File: src/rtl/qmem_sram16_bridge_pkg.sv
// qmem_sram16_bridge_pkg
//   Shared qmem bus defaults used by the arbiter and by the SRAM bridge.
//   There are no ports. Importers use these values as parameter defaults, so
//   every qmem block in the slice agrees on the bus widths.
package qmem_sram16_bridge_pkg;

  localparam int QMEM_AW = 32;  // qmem byte address width
  localparam int QMEM_DW = 32;  // qmem data width (fixed)
  localparam int QMEM_SW = 4;   // qmem byte select width (QMEM_DW/8)
  localparam int SRAM_DW = 16;  // external SRAM data width

endpackage

File: src/rtl/qmem_sram16_bridge.sv
// qmem_sram16_bridge
//   A qmem slave that turns each 32-bit request into zero, one or two 16-bit
//   async SRAM cycles. Each SRAM phase lasts WS+1 cycles.
//   Ports:
//     clk, rst      clock; asynchronous active-high reset
//     qs_cs/qs_we/qs_sel/qs_adr/qs_dat_w
//                   qmem request. It is held until ack or err.
//     qs_dat_r      registered read data, valid in the ack cycle
//     qs_ack/qs_err one-cycle completion / out-of-range pulses
//     sram_adr      SRAM word address
//     sram_dat_w/sram_dat_r/sram_dat_oe
//                   SRAM data bus; the pad tristate is resolved above this block
//     sram_ce_n/oe_n/we_n/ub_n/lb_n
//                   active-low SRAM strobes. All strobes are registered.
module qmem_sram16_bridge
  import qmem_sram16_bridge_pkg::*;
#(
  parameter int QAW = QMEM_AW,
  parameter int QDW = QMEM_DW,
  parameter int QSW = QMEM_SW,
  parameter int SAW = 18,
  parameter int WS  = 2
) (
  input  logic                clk,
  input  logic                rst,
  input  logic                qs_cs,
  input  logic                qs_we,
  input  logic [QSW-1:0]      qs_sel,
  input  logic [QAW-1:0]      qs_adr,
  input  logic [QDW-1:0]      qs_dat_w,
  output logic [QDW-1:0]      qs_dat_r,
  output logic                qs_ack,
  output logic                qs_err,
  output logic [SAW-1:0]      sram_adr,
  output logic [SRAM_DW-1:0]  sram_dat_w,
  input  logic [SRAM_DW-1:0]  sram_dat_r,
  output logic                sram_dat_oe,
  output logic                sram_ce_n,
  output logic                sram_oe_n,
  output logic                sram_we_n,
  output logic                sram_ub_n,
  output logic                sram_lb_n
);

  localparam int CW = (WS < 1) ? 1 : $clog2(WS + 1);
  localparam logic [CW-1:0] CNT_LAST = CW'(WS);

  typedef enum logic [2:0] {
    ST_IDLE = 3'd0,
    ST_LO   = 3'd1,
    ST_HI   = 3'd2,
    ST_DONE = 3'd3,
    ST_ERR  = 3'd4
  } state_t;

  state_t               state_reg, state_next;
  logic [CW-1:0]        cnt_reg, cnt_next;

  // Request fields captured while idle. After the state leaves IDLE, these
  // registers hold the request and the live qs_* inputs are ignored.
  logic                 we_reg;
  logic [QSW-1:0]       sel_reg;
  logic [SAW-2:0]       word_reg;
  logic [QDW-1:0]       dat_w_reg;

  // The effective request is the live bus in IDLE and the latched copy
  // afterwards. This lets the first phase's outputs be registered on the
  // same edge that leaves IDLE.
  logic                 req_idle;
  logic                 r_we;
  logic [QSW-1:0]       r_sel;
  logic [SAW-2:0]       r_word;
  logic [QDW-1:0]       r_dat;
  logic                 adr_oor;

  logic [QDW-1:0]       dat_r_next;
  logic                 ack_next, err_next;
  logic [SAW-1:0]       adr_next;
  logic [SRAM_DW-1:0]   dat_w_next;
  logic                 dat_oe_next, ce_n_next, oe_n_next, we_n_next, ub_n_next, lb_n_next;
  logic                 hi_phase;
  logic [1:0]           half_sel;

  // adr[1:0] only selects bytes inside a word, and qs_sel already covers that.
  logic                 unused_adr_bits;
  assign unused_adr_bits = ^qs_adr[1:0];

  assign req_idle = (state_reg == ST_IDLE);
  assign r_we     = req_idle ? qs_we            : we_reg;
  assign r_sel    = req_idle ? qs_sel           : sel_reg;
  assign r_word   = req_idle ? qs_adr[SAW:2]    : word_reg;
  assign r_dat    = req_idle ? qs_dat_w         : dat_w_reg;
  assign adr_oor  = |qs_adr[QAW-1:SAW+1];

  // Next-state logic.
  always_comb begin
    state_next = state_reg;
    cnt_next   = cnt_reg;
    case (state_reg)
      ST_IDLE: begin
        cnt_next = '0;
        if (qs_cs) begin
          if (adr_oor)              state_next = ST_ERR;
          else if (|qs_sel[1:0])    state_next = ST_LO;
          else if (|qs_sel[3:2])    state_next = ST_HI;
          else                      state_next = ST_DONE;
        end
      end
      ST_LO: begin
        if (cnt_reg == CNT_LAST) begin
          cnt_next   = '0;
          state_next = (|r_sel[3:2]) ? ST_HI : ST_DONE;
        end else begin
          cnt_next = cnt_reg + CW'(1);
        end
      end
      ST_HI: begin
        if (cnt_reg == CNT_LAST) begin
          cnt_next   = '0;
          state_next = ST_DONE;
        end else begin
          cnt_next = cnt_reg + CW'(1);
        end
      end
      ST_DONE: state_next = ST_IDLE;
      ST_ERR:  state_next = ST_IDLE;
      default: state_next = ST_IDLE;
    endcase
  end

  // Output values for the next cycle. They are computed from the next state
  // and the next count, then registered, so the strobes cannot glitch.
  always_comb begin
    ack_next    = (state_next == ST_DONE);
    err_next    = (state_next == ST_ERR);
    adr_next    = sram_adr;
    dat_w_next  = sram_dat_w;
    dat_oe_next = 1'b0;
    ce_n_next   = 1'b1;
    oe_n_next   = 1'b1;
    we_n_next   = 1'b1;
    ub_n_next   = 1'b1;
    lb_n_next   = 1'b1;
    hi_phase    = (state_next == ST_HI);
    half_sel    = hi_phase ? r_sel[3:2] : r_sel[1:0];

    if (state_next == ST_LO || state_next == ST_HI) begin
      ce_n_next = 1'b0;
      adr_next  = {r_word, hi_phase};
      ub_n_next = ~half_sel[1];
      lb_n_next = ~half_sel[0];
      if (r_we) begin
        dat_oe_next = 1'b1;
        dat_w_next  = hi_phase ? r_dat[31:16] : r_dat[15:0];
        // The last cycle of a write phase keeps address and data stable
        // while we_n has already risen.
        we_n_next   = (cnt_next == CNT_LAST);
      end else begin
        oe_n_next = 1'b0;
      end
    end

    // Read data: cleared when a read starts, so a skipped half returns
    // zero. Each half is captured on the last cycle of its phase.
    dat_r_next = qs_dat_r;
    if (req_idle && qs_cs && !qs_we) begin
      dat_r_next = '0;
    end else if (!we_reg && cnt_reg == CNT_LAST) begin
      if (state_reg == ST_LO) dat_r_next[15:0]  = sram_dat_r;
      if (state_reg == ST_HI) dat_r_next[31:16] = sram_dat_r;
    end
  end

  always_ff @(posedge clk or posedge rst) begin
    if (rst) begin
      state_reg   <= ST_IDLE;
      cnt_reg     <= '0;
      we_reg      <= 1'b0;
      sel_reg     <= '0;
      word_reg    <= '0;
      dat_w_reg   <= '0;
      qs_dat_r    <= '0;
      qs_ack      <= 1'b0;
      qs_err      <= 1'b0;
      sram_adr    <= '0;
      sram_dat_w  <= '0;
      sram_dat_oe <= 1'b0;
      sram_ce_n   <= 1'b1;
      sram_oe_n   <= 1'b1;
      sram_we_n   <= 1'b1;
      sram_ub_n   <= 1'b1;
      sram_lb_n   <= 1'b1;
    end else begin
      state_reg   <= state_next;
      cnt_reg     <= cnt_next;
      if (req_idle) begin
        we_reg    <= qs_we;
        sel_reg   <= qs_sel;
        word_reg  <= qs_adr[SAW:2];
        dat_w_reg <= qs_dat_w;
      end
      qs_dat_r    <= dat_r_next;
      qs_ack      <= ack_next;
      qs_err      <= err_next;
      sram_adr    <= adr_next;
      sram_dat_w  <= dat_w_next;
      sram_dat_oe <= dat_oe_next;
      sram_ce_n   <= ce_n_next;
      sram_oe_n   <= oe_n_next;
      sram_we_n   <= we_n_next;
      sram_ub_n   <= ub_n_next;
      sram_lb_n   <= lb_n_next;
    end
  end

endmodule

File: config.mk
export PLATFORM = sky130hd
export DESIGN_NAME = qmem_sram16_bridge
export DESIGN_NICKNAME = d
export VERILOG_FILES = /design/src/rtl/qmem_sram16_bridge_pkg.sv /design/src/rtl/qmem_sram16_bridge.sv
export SDC_FILE = /design/constraint.sdc
export NUM_CORES = 1
export LEC_CHECK = 0
export BUFFER_PORTS_ARGS = -buffer_cell sky130_fd_sc_hd__buf_2
export CAP_MARGIN = 40
export CORE_UTILIZATION = 48
export CTS_BUF_LIST = sky130_fd_sc_hd__clkbuf_4
export CTS_CLUSTER_DIAMETER = 120
export DETAILED_ROUTE_END_ITERATION = 8
export GPL_TIMING_DRIVEN = 0
export PLACE_DENSITY = 0.78
export SLEW_MARGIN = 20
export SYNTH_ARGS = -nofsm -noshare
export SYNTH_HDL_FRONTEND = slang
export SYNTH_SLANG_ARGS = --single-unit
export TNS_END_PERCENT = 1
File: constraint.sdc
create_clock -name clk -period 3.7 [get_ports clk]
set_input_delay 0.185 -clock clk [delete_from_list [all_inputs] [get_ports clk]]
set_output_delay 0.185 -clock clk [all_outputs]
set_load 0.05 [all_outputs]
### After elaboration in Yosys (flattened, before gate mapping)

Index checks and enable logic that the tools add are counted.

| word-level totals | value |
|---|---|
| output and inout bits | 74 |
| logic and storage cells | 75 |
| register bits | 133 |
| input bits | 88 |

| cells by class | value |
|---|---|
| add/sub/neg operators | 1 |
| multiplexer cells | 28 |
| reduce and logical (&&, ||, !) cells | 18 |
| equal/unequal tests | 8 |
| bitwise operators | 2 |

Operators by type and width:

| operator | number |
|---|---|
| $mux W32 | 3 |
| $mux W16 | 3 |
| $mux W17 | 1 |
| $reduce_or A13 Y1 | 1 |
| $mux W3 | 4 |
| $mux W1 | 11 |
| $eq A3 B2 Y1 const B | 3 |
| $pmux W3 S3 | 1 |
| $reduce_or A2 Y1 | 4 |
| $eq A3 B1 Y1 const B | 2 |
| $mux W2 | 3 |
| $reduce_and A2 Y1 | 3 |
| $reduce_bool A2 Y1 | 3 |
| $eq A2 B2 Y1 const B | 2 |
| $mux W4 | 1 |
| $pmux W2 S2 | 1 |
| $eq A3 B3 Y1 const B | 1 |
| $logic_and A1 B1 Y1 | 3 |
| $logic_not A3 Y1 | 1 |
| $add A2 B1 Y2 const B | 1 |
| $logic_not A1 Y1 | 2 |
| $not A1 Y1 | 2 |
| $logic_or A1 B1 Y1 | 1 |

### Logic depth before layout (Yosys ltp)

| logic depth | value |
|---|---|
| depth after elaboration | 10 |
| depth in mapped cells | 11 |
| gate-level depth less buffers | 7 |

### Worst setup path before layout

No wires, ideal clock.

| path | value |
|---|---|
| path type | reg-to-reg |
| start point | reg state_reg[2] |
| end point | reg sram_adr[10] |
| buffers on the path | 4 |
| data arrival time | 2.099 ns |
| clock period less this slack | 2.224 ns |
| stages on the path, launching flop included | 11 |
| path slack | 1.476 ns |
| data required time | 3.575 ns |
| library setup time | 0.125 ns |
| cell sequence | dfrtp_1 > buf_2 > nor3_2 > buf_4 > nand3_1 > o22a_1 > nor3_1 > or2_1 > buf_4 > buf_6 > mux2_4 |

| on the way | value |
|---|---|
| cells in the longest elaborated chain, start to end | 8 |
| elaborated cells between the ends (all ways) | 14 |
| those cells by class | eq/ne (4); mux (7); reduce/logical (3) |

Ends and longest elaborated chain:

| item | line | text |
|---|---|---|
| from (decl) | qmem_sram16_bridge.sv:56 | `state_t state_reg, state_next;` |
| from (signal assigned) | qmem_sram16_bridge.sv:194 | `state_reg <= state_next;` |
| $logic_not A3 Y1 | qmem_sram16_bridge.sv:88, qmem_sram16_bridge.sv:99 |  |
| $mux W4 | n/a |  |
| $reduce_or A2 Y1 | qmem_sram16_bridge.sv:112 | `state_next = (\|r_sel[3:2]) ? ST_HI : ST_DONE;` |
| $mux W1 | qmem_sram16_bridge.sv:112 |  |
| $mux W3 | qmem_sram16_bridge.sv:110 | `if (cnt_reg == CNT_LAST) begin` |
| $pmux W3 S3 | qmem_sram16_bridge.sv:99 | `case (state_reg)` |
| $eq A3 B1 Y1 / $eq A3 B2 Y1 (equally long branches) | qmem_sram16_bridge.sv:147 | `if (state_next == ST_LO \|\| state_next == ST_HI) begin` |
| $logic_or A1 B1 Y1 | qmem_sram16_bridge.sv:147 |  |
| to (signal assigned) | qmem_sram16_bridge.sv:205 | `sram_adr <= adr_next;` |
| to (decl) | qmem_sram16_bridge.sv:34 | `output logic [SAW-1:0] sram_adr,` |

Several ways; a longest one is shown, not always the timed one.
A chain may end at the register's enable or synchronous reset.

### Worst setup path after layout

| path | value |
|---|---|
| start point | reg state_reg[2] |
| end point | reg sram_adr[13] |

The elaborated chain is that of the path after synthesis.

==> out/qor.txt <==
================================================================================
Number of iterations in the first detailed-routing pass                        4
Cell area after synthesis                                              5349 um^2
Area delta synth->final                                                   39.95%
Area share of fa/ha/maj cells after synthesis                                  0
CTS Hold Buffers Added                                                        73
Fin crit share                                                            0.7005
Power per cell area                                                 396.9 nW/um^2
DRT Wirelength                                                          13140 um
Worst setup EP type                                                     register
Drt wl/cell                                                             16.34 um
Maximum buffer depth of the clock tree                                         2
Final setup viols                                                              0
EDFF count, synth                                                              0
Total number of vias                                                        4132
Latest clock arrival within the worst-skew pair                           520 ps
Area share of and/or/nand/nor cells after synthesis                      0.09193
Sum of negative setup slack                                                 0 ps
WP data arrival                                                          3000 ps
Core box area                                                         10840 um^2
Top routing layer in use                                                    met4
Distinct cell type count after synthesis                                      39
Number of H-tree branching levels                                              4
Remaining Overflow, GRT                                                        0
Max Fanout on Critical Path                                                   10
Initial Util                                                              0.4934
Met2 wire length                                                         6985 um
Fraction of final layout cells with drive strength greater than 1         0.4510
X dimension of the die                                                  107.6 um
Syn nets                                                                     483
Commonest cells after routing, fill and taps aside                  buf_2, dfrtp_1, dlygate4sd3_1
Antenna violations before repair                                               1
I/O pins                                                                     162
Shortest period the worst path allows                                    2592 ps
Number of cell rows                                                           38
Remaining max-slew budget at the tightest pin                             0.5028
XOR/XNOR Fraction of Synth Area                                                0
Average size of a mapped cell                                         13.54 um^2
Detailed placement HPWL                                                  8658 um
Antenna-violating nets left                                                    0
Gr usage total                                                            0.2424
Number of global-route vias before repair                                   4457
TritonCTS clock tree                                                       built
Most instantiated flip-flop cell in the synthesis netlist                dfrtp_1
VDD IR-drop max                                                        0.2118 mV
Drt drc                                                                        0
Wire length on met1                                                      5166 um
Category of the critical setup timing path                          register to register
Inserted Clock Buffers                                                        17
Drt initial violations                                                       164
RSZ-0062 raised after global routing                                          no
Layout Skew                                                             16.74 ps
Crit start category                                                     register
Count of cells along the worst hold path                                       3
Area of the die                                                       11570 um^2
Mean number of vias per cell                                               5.139
Wire length of the first global-routing pass                            21110 um
Post-CTS Setup Inserts                                                         0
TritonCTS sink count                                                         133
Type of the most critical hold path                                 primary input to register
Maximum number of pins on one net before global-route repair                  37
Instance count of the mapped netlist                                         395
Post-synthesis sequential element count                                      133
Detail Route met3 WL                                                      511 um
Clock-pin slew on the worst setup and hold paths                          110 ps
Worst Tran Pin Value                                                    745.7 ps
Worst hold-check slack                                                  75.08 ps
Worst reg-to-reg path cell count                                              10
Hold violation count in the final report                                       0
Achievable Freq                                                        385.8 MHz
Data required time of the critical path                                  4110 ps
Clk root buf                                                            clkbuf_4
Pins Over Slew Limit                                                           0
Ys async rst share                                                         1.000
Combinational family with the most area after synthesis             multiplexers
Synthesized-area fraction occupied by ao, oa, aoi and oai cells          0.06971
Global placer's final weighted congestion                                 0.8038
Leakage component of the power                                          3.803 nW
Port Buffer Count                                                            159
Result of the run                                                   complete, no violations
Nets                                                                         738
Max-cap violation count                                                        0
Most common cell after layout, fill and taps aside                         buf_2
Share of cell area taken by muxes after synthesis                         0.1885
Post_cts resized                                                               0
Synthesis Warnings                                                             0
Height of the die                                                       107.6 um
Part of the Yosys area used for sequential elements                       0.6234
================================================================================
synth_stat cells, types with 2 or more instances:
| master | instances | area, um^2 |
|---|---|---|
| buf_2 | 2 | 10.01 |
| nor2_1 | 24 | 90.09 |
| clkbuf_1 | 13 | 48.80 |
| nand3_1 | 2 | 10.01 |
| o221a_2 | 14 | 157.7 |
| buf_6 | 2 | 22.52 |
| nor2b_1 | 4 | 25.02 |
| mux2_4 | 8 | 120.1 |
| nand2b_1 | 12 | 75.07 |
| nor3_1 | 6 | 30.03 |
| o221a_1 | 2 | 22.52 |
| buf_4 | 2 | 15.01 |
| inv_1 | 7 | 26.28 |
| or2b_1 | 6 | 45.04 |
| nor4_2 | 2 | 25.02 |
| a22oi_1 | 2 | 15.01 |
| dfstp_2 | 5 | 131.4 |
| dfrtp_1 | 128 | 3203 |
| mux2i_1 | 19 | 190.2 |
| o21ai_0 | 3 | 15.01 |
| a21oi_1 | 17 | 85.08 |
| nand2_1 | 37 | 138.9 |
| mux2_2 | 62 | 698.2 |
kinds of logic (layout without fill, tap and decap cells):
family / Yosys count / count (layout)
AO/OA/AOI/OAI: 46 / 46
AND/OR/NAND/NOR: 99 / 99
buffers and inverters: 28 / 296
other: 0 / 1
flip-flops: 133 / 133
multiplexers: 89 / 89
path summary, 6_finish.rpt:
| check | startpoint | end | slack, ps |
|---|---|---|---|
| worst max-delay path | state_reg[2] | sram_adr[13] | 1110 |
| worst min-delay path | qs_we | sram_oe_n | 80 |
| worst max register to register | state_reg[2] | sram_adr[13] | 1110 |
| worst min register to register | dat_w_reg[15] | dat_w_reg[15] | 500 |
| max in group asynchronous | rst | sram_lb_n | 2680 |
| min in group asynchronous | rst | dat_w_reg[7] | 210 |
final cells by class:
cell class,instances,area (um^2)
fill,811,3354
sequential,133,3334
multi-input combinational,234,1873
timing repair buffer,236,1607
clock inverter,13,206.4
tap,140,175.2
clock buffer,19,142.6
buffer,20,111.4
inverter,8,33.78
antenna,1,2.502
where the power goes:
part	total, W	switching [W]	internal [W]
Clock	0.00114	0.000527	0.000617
Sequential	0.00153	0.0000188	0.00151
Combinational	0.000294	0.000134	0.000160
Total	0.00297	0.000679	0.00229
critical path, cell delays in order, from the launching register on:
cell,delay (ps)
dfrtp_1,370
buf_2,170
nor3_2,140
buf_4,210
nand3_1,90
o22a_1,220
nor3_1,410
or2_1,170
buf_4,190
buf_6,200
mux2_4,310
per-stage QoR:
step                      total power (W)  setup WS [ps]  instances  cell area, um^2  utilization
after floorplan                  0.001695           1476        395             5353            -
after global placement           0.001771           1129        694             6324       0.5833
after detailed placement         0.001794           1124        698             6404       0.5907
after CTS                        0.002996           1118        803             7483       0.6903
after global routing             0.003085          941.1        804             7486       0.6906
final                            0.002971           1108        804             7486       0.6906
metal layers:
layer  vias up  global-route usage
li1       1898                   -
met1      2073              0.2832
met2       119              0.4148
met3        42             0.04540
met4         0              0.1438
met5         -                   0
Power figures use the tool's default switching activity.
